--- config.mk ---
export PLATFORM = sky130hd
export DESIGN_NAME = binoc_input_port_flat
export DESIGN_NICKNAME = d
export VERILOG_FILES = /design/src/rtl/binoc_pkg.sv /design/src/rtl/binoc_input_port_if.sv /design/src/rtl/binoc_flit_fifo.sv /design/src/rtl/binoc_input_port.sv /design/src/flat_wrapper.sv
export SDC_FILE = /design/constraint.sdc
export NUM_CORES = 1
export LEC_CHECK = 0
export ABC_AREA = 1
export CAP_MARGIN = 5
export CORE_MARGIN = 2
export CORE_UTILIZATION = 25
export CTS_CLUSTER_DIAMETER = 60
export DETAILED_ROUTE_END_ITERATION = 6
export DONT_BUFFER_PORTS = 1
export SYNTH_ARGS = -nofsm -noshare
export SYNTH_HDL_FRONTEND = slang
export SYNTH_SLANG_ARGS = --single-unit
--- constraint.sdc ---
create_clock -name clk -period 13.2 [get_ports clk]
set_input_delay 1.98 -clock clk [delete_from_list [all_inputs] [get_ports clk]]
set_output_delay 1.98 -clock clk [all_outputs]
set_load 0.01 [all_outputs]
--- src/rtl/binoc_pkg.sv ---
// Shared BiNoC definitions: flit field layout, flit types, port directions and
// the input-port FSM states.
package binoc_pkg;

    localparam int NUM_DIR  = 5;

    localparam int TYPE_MSB = 31;
    localparam int TYPE_LSB = 30;
    localparam int DSTX_MSB = 29;
    localparam int DSTX_LSB = 26;
    localparam int DSTY_MSB = 25;
    localparam int DSTY_LSB = 22;

    typedef enum logic [1:0] {
        FT_BODY   = 2'b00,
        FT_HEAD   = 2'b01,
        FT_TAIL   = 2'b10,
        FT_SINGLE = 2'b11
    } flit_type_e;

    typedef enum logic [2:0] {
        DIR_LOCAL = 3'd0,
        DIR_NORTH = 3'd1,
        DIR_EAST  = 3'd2,
        DIR_SOUTH = 3'd3,
        DIR_WEST  = 3'd4
    } dir_e;

    typedef enum logic [1:0] {
        ST_IDLE,
        ST_ROUTE,
        ST_XFER
    } ip_state_e;

    function automatic logic isPacketStart(input flit_type_e t);
        return (t == FT_HEAD) || (t == FT_SINGLE);
    endfunction

    function automatic logic isPacketEnd(input flit_type_e t);
        return (t == FT_TAIL) || (t == FT_SINGLE);
    endfunction

endpackage

--- src/rtl/binoc_input_port_if.sv ---
// Link bundles of the BiNoC input port: upstream flit handshake and the
// request/grant path toward the output ports.
interface binoc_link_if #(
    parameter int DATA_W = 32
);
    logic              reqUpStr;
    logic              gntUpStr;
    logic [DATA_W-1:0] PacketIn;
    logic              full;

    modport master (output reqUpStr, output PacketIn, input gntUpStr, input full);
    modport slave  (input reqUpStr, input PacketIn, output gntUpStr, output full);
endinterface

interface binoc_out_if #(
    parameter int DATA_W  = 32,
    parameter int NUM_DIR = 5
);
    logic [NUM_DIR-1:0] reqOut;
    logic [NUM_DIR-1:0] gntOut;
    logic [DATA_W-1:0]  PacketOut;
    logic               validOut;

    modport master (output reqOut, output PacketOut, output validOut, input gntOut);
    modport slave  (input reqOut, input PacketOut, input validOut, output gntOut);
endinterface

--- src/rtl/binoc_flit_fifo.sv ---
// Circular flit buffer with occupancy counter; head is read combinationally.
module binoc_flit_fifo #(
    parameter int DATA_W = 32,
    parameter int DEPTH  = 8
) (
    input  logic              clk,
    input  logic              rst,
    input  logic              i_push,
    input  logic              i_pop,
    input  logic [DATA_W-1:0] i_data,
    output logic [DATA_W-1:0] o_head,
    output logic              o_full,
    output logic              o_empty
);
    localparam int AW = $clog2(DEPTH);
    localparam int CW = AW + 1;

    logic [DATA_W-1:0] r_mem [DEPTH];
    logic [AW-1:0]     r_wrPtr;
    logic [AW-1:0]     r_rdPtr;
    logic [CW-1:0]     r_count;
    logic              w_push;
    logic              w_pop;

    assign o_full  = (r_count == CW'(DEPTH));
    assign o_empty = (r_count == '0);
    assign o_head  = r_mem[r_rdPtr];

    // A full buffer refuses writes even when a pop frees a slot this cycle.
    assign w_push = i_push & ~o_full;
    assign w_pop  = i_pop & ~o_empty;

    always_ff @(posedge clk or posedge rst) begin
        if (rst) begin
            r_wrPtr <= '0;
            r_rdPtr <= '0;
            r_count <= '0;
            for (int i = 0; i < DEPTH; i++) begin
                r_mem[i] <= '0;
            end
        end else begin
            if (w_push) begin
                r_mem[r_wrPtr] <= i_data;
                r_wrPtr        <= r_wrPtr + AW'(1);
            end
            if (w_pop) begin
                r_rdPtr <= r_rdPtr + AW'(1);
            end
            case ({w_push, w_pop})
                2'b10:   r_count <= r_count + CW'(1);
                2'b01:   r_count <= r_count - CW'(1);
                default: r_count <= r_count;
            endcase
        end
    end

endmodule

--- src/rtl/binoc_input_port.sv ---
// BiNoC router input port: buffers upstream flits, XY-routes each packet from
// its head flit and streams it wormhole-style into one output direction.
module binoc_input_port
    import binoc_pkg::*;
#(
    parameter int DATA_W  = 32,
    parameter int DEPTH   = 8,
    parameter int COORD_W = 4,
    parameter int LOCAL_X = 1,
    parameter int LOCAL_Y = 1
) (
    input  logic        clk,
    input  logic        rst,
    binoc_link_if.slave i_up,
    binoc_out_if.master o_dn,
    output logic        o_err
);
    logic               w_full;
    logic               w_empty;
    logic               w_gnt;
    logic               w_pop;
    logic               w_valid;
    logic               w_setErr;
    logic [DATA_W-1:0]  w_head;
    flit_type_e         w_headType;
    logic [COORD_W-1:0] w_dstX;
    logic [COORD_W-1:0] w_dstY;
    dir_e               w_routeDir;
    dir_e               r_dir;
    ip_state_e          r_state;
    ip_state_e          w_nextState;
    logic [NUM_DIR-1:0] w_reqOut;
    logic               r_err;

    assign w_gnt         = i_up.reqUpStr & ~w_full;
    assign i_up.gntUpStr = w_gnt;
    assign i_up.full     = w_full;

    binoc_flit_fifo #(
        .DATA_W (DATA_W),
        .DEPTH  (DEPTH)
    ) u_fifo (
        .clk     (clk),
        .rst     (rst),
        .i_push  (w_gnt),
        .i_pop   (w_pop),
        .i_data  (i_up.PacketIn),
        .o_head  (w_head),
        .o_full  (w_full),
        .o_empty (w_empty)
    );

    assign w_headType = flit_type_e'(w_head[TYPE_MSB:TYPE_LSB]);
    assign w_dstX     = w_head[DSTX_MSB:DSTX_LSB];
    assign w_dstY     = w_head[DSTY_MSB:DSTY_LSB];

    // Dimension-order routing: resolve X completely before looking at Y.
    always_comb begin
        w_routeDir = DIR_LOCAL;
        if (w_dstX > COORD_W'(LOCAL_X)) begin
            w_routeDir = DIR_EAST;
        end else if (w_dstX < COORD_W'(LOCAL_X)) begin
            w_routeDir = DIR_WEST;
        end else if (w_dstY > COORD_W'(LOCAL_Y)) begin
            w_routeDir = DIR_NORTH;
        end else if (w_dstY < COORD_W'(LOCAL_Y)) begin
            w_routeDir = DIR_SOUTH;
        end
    end

    always_comb begin
        w_nextState = r_state;
        w_pop       = 1'b0;
        w_valid     = 1'b0;
        w_setErr    = 1'b0;
        w_reqOut    = '0;
        case (r_state)
            ST_IDLE: begin
                if (!w_empty) begin
                    if (isPacketStart(w_headType)) begin
                        w_nextState = ST_ROUTE;
                    end else begin
                        w_pop    = 1'b1;
                        w_setErr = 1'b1;
                    end
                end
            end
            ST_ROUTE: begin
                w_nextState = ST_XFER;
            end
            ST_XFER: begin
                // The request is held until the tail leaves, locking the output port.
                w_reqOut = NUM_DIR'(1) << r_dir;
                w_valid  = o_dn.gntOut[r_dir] & ~w_empty;
                w_pop    = w_valid;
                if (w_valid && isPacketEnd(w_headType)) begin
                    w_nextState = ST_IDLE;
                end
            end
            default: begin
                w_nextState = ST_IDLE;
            end
        endcase
    end

    always_ff @(posedge clk or posedge rst) begin
        if (rst) begin
            r_state <= ST_IDLE;
            r_dir   <= DIR_LOCAL;
            r_err   <= 1'b0;
        end else begin
            r_state <= w_nextState;
            if (r_state == ST_ROUTE) begin
                r_dir <= w_routeDir;
            end
            if (w_setErr) begin
                r_err <= 1'b1;
            end
        end
    end

    assign o_dn.reqOut    = w_reqOut;
    assign o_dn.validOut  = w_valid;
    assign o_dn.PacketOut = w_head;
    assign o_err          = r_err;

endmodule

--- src/flat_wrapper.sv ---
// flat-port wrapper written by rule: the top's interface ports become plain ports
module binoc_input_port_flat import binoc_pkg::*;
#(
    parameter int DATA_W  = 32,
    parameter int DEPTH   = 8,
    parameter int COORD_W = 4,
    parameter int LOCAL_X = 1,
    parameter int LOCAL_Y = 1
)
  (clk, rst, o_err, i_up_reqUpStr, i_up_PacketIn, i_up_gntUpStr, i_up_full, o_dn_reqOut, o_dn_PacketOut, o_dn_validOut, o_dn_gntOut);
  binoc_link_if #(.DATA_W(DATA_W)) i_up_i ();
  binoc_out_if #(.DATA_W(DATA_W), .NUM_DIR(5)) o_dn_i ();
  input  logic clk;
  input  logic rst;
  output logic o_err;
  input wire logic [$bits(i_up_i.reqUpStr)-1:0] i_up_reqUpStr;
  input wire logic [$bits(i_up_i.PacketIn)-1:0] i_up_PacketIn;
  output wire logic [$bits(i_up_i.gntUpStr)-1:0] i_up_gntUpStr;
  output wire logic [$bits(i_up_i.full)-1:0] i_up_full;
  output wire logic [$bits(o_dn_i.reqOut)-1:0] o_dn_reqOut;
  output wire logic [$bits(o_dn_i.PacketOut)-1:0] o_dn_PacketOut;
  output wire logic [$bits(o_dn_i.validOut)-1:0] o_dn_validOut;
  input wire logic [$bits(o_dn_i.gntOut)-1:0] o_dn_gntOut;
  assign i_up_i.reqUpStr = i_up_reqUpStr;
  assign i_up_i.PacketIn = i_up_PacketIn;
  assign i_up_gntUpStr = i_up_i.gntUpStr;
  assign i_up_full = i_up_i.full;
  assign o_dn_reqOut = o_dn_i.reqOut;
  assign o_dn_PacketOut = o_dn_i.PacketOut;
  assign o_dn_validOut = o_dn_i.validOut;
  assign o_dn_i.gntOut = o_dn_gntOut;
  binoc_input_port #(.DATA_W(DATA_W), .DEPTH(DEPTH), .COORD_W(COORD_W), .LOCAL_X(LOCAL_X), .LOCAL_Y(LOCAL_Y)) u_core (.clk(clk), .rst(rst), .i_up(i_up_i), .o_dn(o_dn_i), .o_err(o_err));
endmodule
==> Word level (Yosys, flattened, before mapping) <==
Index checks and enable logic that the tools add are counted.
Widths: inputs -> output; s select.
{ "word_totals": {"ff_bits": 272, "latchBits": 0, "ram_bits": 0, "rom_bits": 0, "in_bits": 40, "out_inout_bits": 41, "elab_cells": 77, "memories": 0} }
{ "classes": {"n_addsub": 4, "mul": 0, "div": 0, "magnitude_cmp": 8, "eq_ne": 11, "shift": 1, "mux": 23, "bitwise": 8, "reduce_logical": 8} }
{ "op_table": {"columns": ["operator", "count"], "rows": [
  ["$bwmux 256", 1],
  ["$bmux 32 s3", 1],
  ["$demux 32 s3", 1],
  ["$mux 32", 3],
  ["$lt 4x1->1 const B", 3],
  ["$mux 3", 3],
  ["$eq 2x2->1 const B", 4],
  ["$ge 4x4->1 const B", 2],
  ["$gt 4x1->1 const B", 2],
  ["$mux 2", 4],
  ["$not 3->4", 2],
  ["$pmux 4 s2", 1],
  ["$add 3x1->3 const B", 2],
  ["$eq 2x1->1 const B", 3],
  ["$pmux 2 s3", 1],
  ["$mux 1", 5],
  ["$mux 5", 1],
  ["$shl 1x3->5 const A", 1],
  ["$add 4x1->4 const B", 1],
  ["$and 1x1->1", 4],
  ["$eq 4x4->1 const B", 1],
  ["$logic_not 4->1", 1],
  ["$lt 3x4->1 const B", 1],
  ["$ne 2x1->1 const B", 2],
  ["other kinds (10)", 13]
]} }

==> Longest topological paths before layout <==
Gate-level depths: netlist of run 1.
{ "logic_depth": {"ltp_word": 12, "mapped_depth": 15, "ltp_nobuf": 15} }

==> Modules after synthesis <==
A second synthesis of run 1 with hierarchy kept.
{ "hier_totals": {"hier_cells": 2164, "area_unflattened_um2": 14801.7} }
{ "by_module_without_submodules": {"columns": ["mod", "n_inst", "cells_per_inst", "area_each_um2", "seq_area_each_um2"], "rows": [
  ["binoc_flit_fifo", 1, 2102, 14405.1, 6656.4],
  ["binoc_input_port", 1, 62, 396.6, 150.1]
]} }

==> Worst setup path before layout of run 1 <==
No wires, ideal clock.
{ "synth_timing": {"path_kind": "input-to-output", "from": "in o_dn_gntOut[3]", "to": "out o_dn_validOut", "t_arrival_ns": 2.521, "required_ns": 11.220, "slack_ns": 8.699, "cell_stages": 8, "n_path_buf": 0, "cell_sequence": "nand2_1 -> nand2_1 -> nand2_1 -> nand2_1 -> nand2_1 -> nand2_1 -> nand3_1 -> inv_1"} }
{ "synth_via": {"elab_chain_len": 4} }
{ "synth_lines": {"columns": ["element", "line_no", "rtl"], "rows": [
  ["start: declaration", "flat_wrapper.sv:23", "input wire logic [$bits(o_dn_i.gntOut)-1:0] o_dn_gntOut;"],
  ["$bmux 1 s3", "binoc_input_port.sv:94", "w_valid = o_dn.gntOut[r_dir] & ~w_empty;"],
  ["$mux 1 (implied by the code)", "binoc_input_port.sv:94", null],
  ["$and 1x1->1", "binoc_input_port.sv:94", null],
  ["$mux 1", "binoc_input_port.sv:77", "case (r_state)"],
  ["end: declaration", "flat_wrapper.sv:22", "output wire logic [$bits(o_dn_i.validOut)-1:0] o_dn_validOut;"]
]} }
No other way between the ends. The select of a mux whose other input is x is not followed.

==> Worst setup path after layout of run 1 <==
{ "layout_timing": {"from": "reg u_core.u_fifo.r_rdPtr[0]", "to": "out o_dn_PacketOut[30]"} }
{ "layout_via": {"elab_chain_len": 4} }
{ "layout_lines": {"columns": ["element", "line_no", "rtl"], "rows": [
  ["start: declaration", "binoc_flit_fifo.sv:20", "logic [AW-1:0] r_rdPtr;"],
  ["start signal: assignment", "binoc_flit_fifo.sv:47", "r_rdPtr <= r_rdPtr + AW'(1);"],
  ["$not 3->4 (implied by the code)", "binoc_flit_fifo.sv:27", "assign o_head = r_mem[r_rdPtr];"],
  ["$bmux 32 s3", "binoc_flit_fifo.sv:27", null],
  ["$mux 32 (implied by the code) (2 in series)", "binoc_flit_fifo.sv:27", null],
  ["end: declaration", "flat_wrapper.sv:21", "output wire logic [$bits(o_dn_i.PacketOut)-1:0] o_dn_PacketOut;"]
]} }
No other way between the ends. The select of a mux whose other input is x is not followed.

==> results of run 1 <==
==> routing by layer <==
layer | part of all wire [%] | wire (µm) | up-vias
met2 | 47 | 16100 | 263
met1 | 45 | 15200 | 4847
li1 | - | - | 4868
met4 | 1.8 | 621 | 0
met3 | 6.2 | 2100 | 40
met5 | 0 | 0 | -
==> sequential cells by signal, indices dropped and copies added (netlist names) <==
register               cells
u_core.u_fifo.r_mem      256
u_core.u_fifo.r_count      4
u_core.r_dir               3
u_core.u_fifo.r_rdPtr      3
u_core.u_fifo.r_wrPtr      3
u_core.r_state             2
u_core.o_err               1
==> cell usage in the layout (no fill, tap or decap), types with 2 or more instances in the layout <==
cell / Yosys / final
nand2_1: 463 / 463
dfrtp_1: 272 / 270
o21ai_1: 183 / 183
o21ai_0: 161 / 161
nor2_1: 113 / 113
inv_1: 93 / 92
nand3_1: 44 / 44
o22ai_1: 44 / 44
clkbuf_16: 0 / 29
buf_4: 11 / 16
o21ai_2: 14 / 14
clkbuf_8: 0 / 7
clkbuf_1: 32 / 7
nand4_4: 6 / 6
nor3_1: 6 / 6
xor2_1: 6 / 6
inv_2: 6 / 5
ha_1: 5 / 5
clkinv_2: 0 / 4
clkinv_1: 2 / 2
nand4_2: 2 / 2
==> layout make-up <==
class,instances,area [µm²],area share (%)
sequential,272,6810,48.8
tap,672,841,6.02
clock inverter,5,53.8,0.385
multi-input combinational,1057,4890,35.0
inverter,102,394,2.82
timing repair buffer,16,120,0.860
clock buffer,43,848,6.08
==> worst max-delay path: stages, from the launching register on <==
cell      delay [ns]
dfrtp_4         0.83
clkinv_2        0.59
buf_4           0.58
o21ai_0         0.31
nand3_1         0.10
nand2_1         0.21
inv_1           0.13
==> power breakdown <==
group          internal [µW]  switching, µW
Sequential              1210            233
Combinational            485            999
Clock                    458            322
==> logic make-up after synthesis <==
logic type | Yosys count | share of synthesized area, %
buf+inv | 202 | 8.22
compound gates | 403 | 16.7
simple gates | 640 | 20.5
xor+xnor | 7 | 0.481
fa+ha+maj | 6 | 0.648
mux | 1 | 0.0884
flops | 272 | 53.4
==> worst min path at each step <==
stage	startpoint	end	slack [ns]	cells past startpoint
final	u_core.r_state[1]	u_core.r_state[0]	0.47	1
after floorplan	u_core.r_state[1]	u_core.r_state[0]	0.43	1
after global placement	u_core.r_state[1]	u_core.r_state[0]	0.45	1
after CTS	u_core.r_state[1]	u_core.r_state[0]	0.47	1
after global routing	u_core.u_fifo.r_mem[124]	u_core.u_fifo.r_mem[124]	0.49	2
after detailed placement	u_core.u_fifo.r_mem[207]	u_core.u_fifo.r_mem[207]	0.47	2
==> through the flow <==
stage          setup WS (ns)  cell area, µm²  cells
4_1_cts                 7.82           14000   2167
6_report                7.78           14000   2167
2_1_floorplan           3.72           12700   1531
3_5_place_dp            8.42           13100   2119
5_1_grt                 7.58           14000   2167
3_3_place_gp            8.41           13100   2119
==> summary.txt, run 1 <==
Timing
  • Slew Limit Fails: 0
  • Final Cycle Share: 41.1%
  • Period minus WS final: 5.42 ns
  • Minimum hold slack: 0.473 ns
  • Relative max-transition margin: 32.5%
  • Max Clock Skew: 0.00625 ns
  • Final hold violation count: 0
  • Setup repair after global routing missed its margin: false
  • Total Neg Setup Slack: 0 ns
  • Transition time at the pin with the least slew margin: 1.01 ns
  • Maximum clock rate: 0.184 GHz
  • Final count of negative-setup-slack endpoints: 0

Setup path
  • Crit path DAT: 3.44 ns
  • CP Max Fanout: 95
  • Worst Reg2Reg Path Length in Cells: 13
  • Reg-to-Reg End: u_core.u_fifo.r_count[3]
  • Launch point of the critical path: u_core.u_fifo.r_rdPtr[0]
  • Worst reg2reg startpoint: u_core.u_fifo.r_rdPtr[0]
  • Critical path capture point type: output pin
  • Worst Setup Path Type: register to output pin
  • Worst Setup EP: o_dn_PacketOut[30]
  • Worst endpoint required time: 11.22 ns
  • Worst setup slack for register-to-register paths: 8.70 ns
  • Startpoint class of the critical path: register

Clock network
  • Master cell of the clock root buffer: clkbuf_16
  • Number of levels in the clock H-tree: 1
  • Worst-path clk slew: 0.06 ns
  • Cts repair resizes: 0
  • Hold-fix buffer count after cts: 0
  • Post-CTS Setup Bufs: 0
  • Clock tree from TritonCTS: done
  • Sink Count: 272
  • Clock buffer depth: 3
  • Worst-Skew Late Latency: 0.54 ns
  • Clock buffer count from CTS: 28

GRT
  • Busiest grt layer: met2
  • GRT Overall Usage: 12.9%
  • Largest net degree at the start of global routing: 127
  • Initial antenna violation count: 0
  • Wire length of the first global-routing pass: 55000 µm
  • GR Layer Usage met3: 2.64%
  • Number of global-route vias before repair: 9717
  • Aggregate global routing overflow: 0
  • Global Route met2 Usage: 21.5%
  • Global-route met1 utilization: 17.1%

Route
  • Via count: 10018
  • DRT iter0 DRCs: 929
  • # DRC: 0
  • Vias/cell: 4.62
  • WL final: 34100 µm
  • Post-detailed-route wirelength per cell: 15.7 µm
  • Remaining antenna violation count: 0
  • First drt pass iteration count: 5

Synth
  • Number of enable-type register cells in the synthesized netlist: 0
  • Average footprint of a synthesized cell: 8.32 µm²
  • Share of Yosys cell area claimed by the top area cell type: 53.4%
  • Gate count of the mapped netlist: 1531
  • Leading post-synthesis cells by instance count: nand2_1, dfrtp_1, o21ai_1, o21ai_0, nor2_1
  • Summed instance area of the synthesized netlist: 12700 µm²
  • Synthesized flop and latch total: 272
  • Commonest register cell after synthesis: dfrtp_1
  • Most area-consuming cells after synthesis: dfrtp_1, nand2_1, o21ai_1, o21ai_0, nor2_1
  • Ys async rst share: 100%
  • Net count after synthesis: 1577
  • Post-synthesis cell type with the largest combined area: dfrtp_1
  • Library cell with the highest instance count after synthesis: nand2_1
  • Number of distinct standard cells referenced by the synthesized netlist: 34
  • Portion of the post-synthesis area used by sequential elements: 53.4%
  • Count of synthesis-stage warnings from yosys: 0

Placement
  • DP Wirelength: 18700 µm
  • Final weighted congestion in routability-driven placement: 0.739
  • Buffers added on ports: 0

Power
  • Pwr Total: 3700 µW
  • VDD IR max: 0.111 mV
  • Static leakage: 0.00660 µW
  • Power density relative to cell area: 265 nW/µm²

Min path
  • Worst hold-check path type: register to register

Die
  • Die extent in x: 230 µm
  • Top-level port count: 81
  • Height of the die: 230 µm
  • Floorplan core area: 50300 µm²
  • Area of the die: 52800 µm²
  • Effective utilization at floorplan: 25.4%
  • Num rows: 82

Layout
  • Number of fill cells: 5408
  • Fraction of final layout cells with drive strength greater than 1: 6.22%
  • Relative area change from synthesis to final layout: 9.53%
  • Utilization after layout: 27.8%
  • Final antenna diode count: 0
  • Total number of nets in the final design: 1523

Job
  • Number of max-cap violations: 0

Run status
  • Run status: completed
(Power assumes the default switching activity.)
==> run 2: changes to the inputs <==
Clock period 13.2 ns to 4.5 ns, I/O delays scaled along.
==> run 2 against run 1 <==
Final cell count rose by 0.28%. Global-route usage rose by 0.10 points. Worst hold slack got worse by 0.32 ns. Sequential share of layout area fell by 0.45 points. Flip-flop and latch count did not move. Utilization rose by 0.26 points. Worst setup slack got worse by 7.0 ns. Cell area rose by 0.92%. Clock-buffer cell count rose by 2. Die area did not move. Clock power rose to 3.2 times the previous value. Largest power group unchanged. Highest routed layer unchanged.
==> summary.txt, run 2 (synthesis gave the netlist of run 1 again) <==
Layout
  • Number of fill cells: 5436
  • Most flops, register: u_core.u_fifo.r_mem
  • Fraction of final layout cells with drive strength greater than 1: 6.80%
  • Post-Layout Cell Count: 2173
  • Final antenna diode count: 0
  • Commonest non-fill, non-tap cell in the layout: nand2_1
  • Total number of nets in the final design: 1525
  • Number of flip-flops in the largest register: 256
  • Relative area change from synthesis to final layout: 10.5%
  • Largest registers: u_core.u_fifo.r_mem x256, u_core.u_fifo.r_count x4
  • Leading cell types in the layout, fill and taps excluded: nand2_1, dfrtp_1, o21ai_1, o21ai_0, nor2_1

Setup path
  • Critical path capture point type: output pin
  • Worst Reg2Reg Path Length in Cells: 12
  • Worst reg2reg startpoint: u_core.u_fifo.r_rdPtr[0]
  • CP max stage cell: dfrtp_4
  • Reg-to-Reg End: u_core.u_fifo.r_count[3]
  • Critical-path cell list: buf_4 > buf_4 > nor2_1 > nor2_1 > o21ai_0 > o21ai_0 > nand2_1 > nand2_1
  • Crit path DAT: 3.06 ns
  • Startpoint class of the critical path: register
  • Worst setup slack for register-to-register paths: 0.92 ns
  • CP Max Fanout: 62
  • Cell class contributing the biggest share of worst-path delay: buffers and inverters
  • WP depth: 8
  • Crit path largest cell delay: 0.67 ns
  • Worst Setup Path Type: register to output pin
  • Worst Path Buf+Inv: 2
  • Worst endpoint required time: 3.83 ns

Timing
  • Final count of negative-setup-slack endpoints: 0
  • Final Cycle Share: 83.0%
  • Period minus WS final: 3.74 ns
  • Relative max-transition margin: 25.9%
  • Maximum clock rate: 0.268 GHz
  • Slew Limit Fails: 0
  • Final hold violation count: 0
  • Max Clock Skew: 0.0297 ns
  • Minimum hold slack: 0.154 ns
  • Total Neg Setup Slack: 0 ns
  • Transition time at the pin with the least slew margin: 1.11 ns
  • Setup repair after global routing missed its margin: false

Route
  • First drt pass iteration count: 5
  • Remaining antenna violation count: 0
  • Vias/cell: 4.61
  • DRT iter0 DRCs: 951
  • Post-detailed-route wirelength per cell: 15.8 µm
  • WL final: 34300 µm
  • Via count: 10017
  • # DRC: 0

GRT
  • GRT Overall Usage: 13.0%
  • Number of global-route vias before repair: 9812
  • Largest net degree at the start of global routing: 109
  • Initial antenna violation count: 0
  • Wire length of the first global-routing pass: 55200 µm
  • Aggregate global routing overflow: 0

Clock network
  • Sink Count: 272
  • Hold-fix buffer count after cts: 0
  • Master cell of the clock root buffer: clkbuf_16
  • Clock tree from TritonCTS: done
  • Number of levels in the clock H-tree: 1
  • Post-CTS Setup Bufs: 0
  • Cts repair resizes: 0
  • Clock buffer count from CTS: 28
  • Worst-Skew Late Latency: 0.57 ns
  • Worst-path clk slew: 0.06 ns
  • Clock buffer depth: 3

Placement
  • Final weighted congestion in routability-driven placement: 0.747
  • DP Wirelength: 20000 µm
  • Cell Count Post-Placement: 2121
  • Buffers added on ports: 0

Die
  • Die extent in x: 230 µm
  • Area of the die: 52800 µm²
  • Effective utilization at floorplan: 25.4%
  • Floorplan core area: 50300 µm²
  • Top-level port count: 81
  • Height of the die: 230 µm
  • Num rows: 82

Min path
  • Worst hold-check path type: input pin to async pin

Power
  • VDD IR max: 0.336 mV
  • Power density relative to cell area: 784 nW/µm²
  • Static leakage: 0.00666 µW

Run status
  • Run status: completed

Job
  • Number of max-cap violations: 0
[run 2: cell count changes in the layout (fill, tap and decap cells not counted)]
cell        change
inv_6           -1
clkbuf_8        +6
clkbuf_16       -1
clkinv_8        +1
bufinv_16       +1
buf_12          +2
inv_8           -1
clkinv_4        +1
clkinvlp_4      +1
clkbuf_1        -3
[run 2: report_power, final]
| group | internal, µW | total, µW | leakage (µW) | switching, µW |
|---|---|---|---|---|
| logic | 1430 | 4350 | 0.00274 | 2920 |
| clock network | 1470 | 2460 | 0.000494 | 988 |
| registers | 3540 | 4240 | 0.00343 | 704 |
| total | 6440 | 11100 | 0.00666 | 4610 |
[run 2: metal layers]
layer  track usage [%]  vias up  wire, µm
li1                  -     4862         -
met1              17.4     4867     15400
met2              21.7      245     16200
met3              2.69       43      2000
met4              2.74        0       631
met5                 0        -         0
[run 2: through the flow]
step           total power, µW  area, µm²  util, %  worst slack, ns
2_1_floorplan             7580      12700        -            0.230
6_report                 11100      14100     28.0            0.764
5_1_grt                  12100      14100     28.0            0.592
3_5_place_dp              8670      13100     26.0            0.958
4_1_cts                  11200      14100     28.0            0.765
3_3_place_gp              8520      13100     26.0             1.01
[run 2: how the worst max path moves through the flow]
stage,start,end,slack [ns]
floorplan,rst,u_core.o_err,0.23
global placement,u_core.u_fifo.r_rdPtr[0],u_core.u_fifo.r_count[3],1.01
detailed placement,u_core.u_fifo.r_rdPtr[0],u_core.u_fifo.r_count[3],0.96
CTS,u_core.u_fifo.r_rdPtr[0],o_dn_PacketOut[31],0.77
global route,u_core.u_fifo.r_rdPtr[0],o_dn_PacketOut[31],0.59
finish,u_core.u_fifo.r_rdPtr[0],o_dn_PacketOut[31],0.76
[run 2: layout make-up]
class	instances	area [µm²]	area share, %
multi-input cells	1057	4890	34.7
flip-flops and latches	272	6810	48.3
well taps	672	841	5.97
clock buffers	45	895	6.35
repair buffers	18	160	1.14
inverters	102	390	2.77
clock inverters	7	100	0.710
==> run 3: changes to the inputs <==
Clock period 4.5 ns to 3.19 ns, I/O delays scaled along.
==> run 3 against run 2 <==
Die area is the same. Total power grew 40%. Largest cell class unchanged. Register-to-register slack lost 0.45 ns. Clock-buffer cell count down 2. Global-route usage is essentially flat. Non-clock buffer count grew 14. Sequential share of layout area down 0.18 points. Flip-flop and latch count unchanged. Wire length down 0.57%. Critical endpoint is now o_dn_PacketOut[8].
==> summary.txt, run 3 (synthesis gave the netlist of run 1 again) <==
Run status
  • Run status: completed

Min path
  • Startpoint of the tightest hold check path: i_up_reqUpStr
  • Worst hold-check path type: input pin to register
  • WHS Path Cells: 2
  • Worst hold endpoint: u_core.u_fifo.r_wrPtr[0]

Layout
  • Final antenna diode count: 0
  • Number of flip-flops in the largest register: 256
  • Fraction of final layout cells with drive strength greater than 1: 7.08%
  • Most flops, register: u_core.u_fifo.r_mem
  • Largest registers: u_core.u_fifo.r_mem x256, u_core.u_fifo.r_count x4
  • Total number of nets in the final design: 1538
  • Commonest non-fill, non-tap cell in the layout: nand2_1
  • Leading cell types in the layout, fill and taps excluded: nand2_1, dfrtp_1, o21ai_1, o21ai_0, nor2_1
  • Relative area change from synthesis to final layout: 10.9%

Timing
  • Final count of negative-setup-slack endpoints: 0
  • Setup repair after global routing missed its margin: false
  • Slew Limit Fails: 0
  • Maximum clock rate: 0.355 GHz
  • Period minus WS final: 2.82 ns
  • Total Neg Setup Slack: 0 ns
  • Transition time at the pin with the least slew margin: 0.931 ns
  • Relative max-transition margin: 37.8%
  • Minimum hold slack: 0.122 ns
  • Max Clock Skew: 0.00996 ns
  • Final hold violation count: 0
  • Final Cycle Share: 88.3%

Route
  • Post-detailed-route wirelength per cell: 15.6 µm
  • Vias/cell: 4.59
  • Remaining antenna violation count: 0
  • First drt pass iteration count: 5
  • # DRC: 0
  • WL final: 34100 µm
  • Via count: 10020
  • DRT iter0 DRCs: 798

Clock network
  • Sink Count: 272
  • Number of levels in the clock H-tree: 1
  • Post-CTS Setup Bufs: 0
  • Worst-Skew Late Latency: 0.56 ns
  • Clock tree from TritonCTS: done
  • Worst-path clk slew: 0.06 ns
  • Master cell of the clock root buffer: clkbuf_16
  • Clock buffer count from CTS: 27
  • Clock buffer depth: 3

Power
  • Power density relative to cell area: 1090 nW/µm²
  • Pwr Total: 15400 µW
  • Static leakage: 0.00668 µW
  • VDD IR max: 0.760 mV

Job
  • Number of max-cap violations: 0

Setup path
  • Worst Reg2Reg Path Length in Cells: 13
  • Worst endpoint required time: 2.71 ns
  • Startpoint class of the critical path: register
  • CP max stage cell: buf_4
  • Worst reg2reg startpoint: u_core.u_fifo.r_rdPtr[1]
  • Cell with the most instances on the worst path: nand2_1
  • Critical path capture point type: output pin
  • Cell class contributing the biggest share of worst-path delay: buffers and inverters
  • CP Max Fanout: 72
  • Launch point of the critical path: u_core.u_fifo.r_rdPtr[0]
  • Crit path DAT: 2.34 ns
  • Reg-to-Reg End: u_core.u_fifo.r_count[3]
  • Critical-path cell list: buf_4 > o21ai_0 > o22ai_1 > nand2_1 > nand2_1
  • Worst Path Buf+Inv: 1
  • Worst Setup Path Type: register to output pin
  • Crit path largest cell delay: 0.62 ns
  • Worst setup slack for register-to-register paths: 0.47 ns

Die
  • Die extent in x: 230 µm
  • Floorplan core area: 50300 µm²
  • Height of the die: 230 µm
  • Effective utilization at floorplan: 25.4%
  • Num rows: 82
  • Area of the die: 52800 µm²
  • Top-level port count: 81

Placement
  • Final weighted congestion in routability-driven placement: 0.796
  • Buffers added on ports: 0
  • DP Wirelength: 20100 µm

GRT
  • Initial antenna violation count: 0
  • Largest net degree at the start of global routing: 86
  • Number of global-route vias before repair: 9622
  • Aggregate global routing overflow: 0
  • Wire length of the first global-routing pass: 54900 µm
  • GRT Overall Usage: 13.0%
[run 3: through the flow]
step	cells	utilization [%]	instance area [µm²]	setup WS, ns
after floorplan	1531	-	12700	-0.884
after global placement	2134	26.3	13200	0.549
after detailed placement	2134	26.3	13200	0.469
after CTS	2183	28.1	14100	0.189
after global routing	2183	28.1	14100	0.167
final	2183	28.1	14100	0.374
[run 3: area by class of cell]
type | instances | area (µm²)
sequential | 272 | 6810
clock buffer | 43 | 816
clock inverter | 5 | 81.3
timing repair buffer | 32 | 309
tap | 672 | 841
inverter | 102 | 390
fill | 5429 | 36100
multi-input combinational | 1057 | 4890
[run 3: routing by layer]
metal | track usage, % | up-vias | part of all wire, %
met4 | 2.50 | 0 | 1.5
li1 | - | 4900 | -
met1 | 17.4 | 4836 | 45
met2 | 21.8 | 242 | 47
met5 | 0 | - | 0
met3 | 2.49 | 42 | 5.6
[run 3: what timing repair did]
item | 4_1_cts | 5_1_grt
hold endpoints to repair | 3 | 0
hold buffers | 1 | 0
endpoints found under the setup margin | 0 | 4
resized for setup | 0 | 1
[run 3: worst max path at each step]
stage	depth (start not counted)	endpoint	slack [ns]
2_1_floorplan	1	u_core.o_err	-0.88
3_3_place_gp	13	u_core.u_fifo.r_count[3]	0.55
3_5_place_dp	13	u_core.u_fifo.r_count[3]	0.47
4_1_cts	6	o_dn_PacketOut[2]	0.19
5_1_grt	5	o_dn_PacketOut[2]	0.17
6_report	5	o_dn_PacketOut[8]	0.37
[run 3: report_power, final]
group | leakage (µW) | internal [µW] | switching (µW) | total [µW]
clock network | 0.000437 | 1900 | 1360 | 3270
registers | 0.00343 | 4990 | 881 | 5870
logic | 0.00282 | 2080 | 4220 | 6290
total | 0.00668 | 8970 | 6460 | 15400
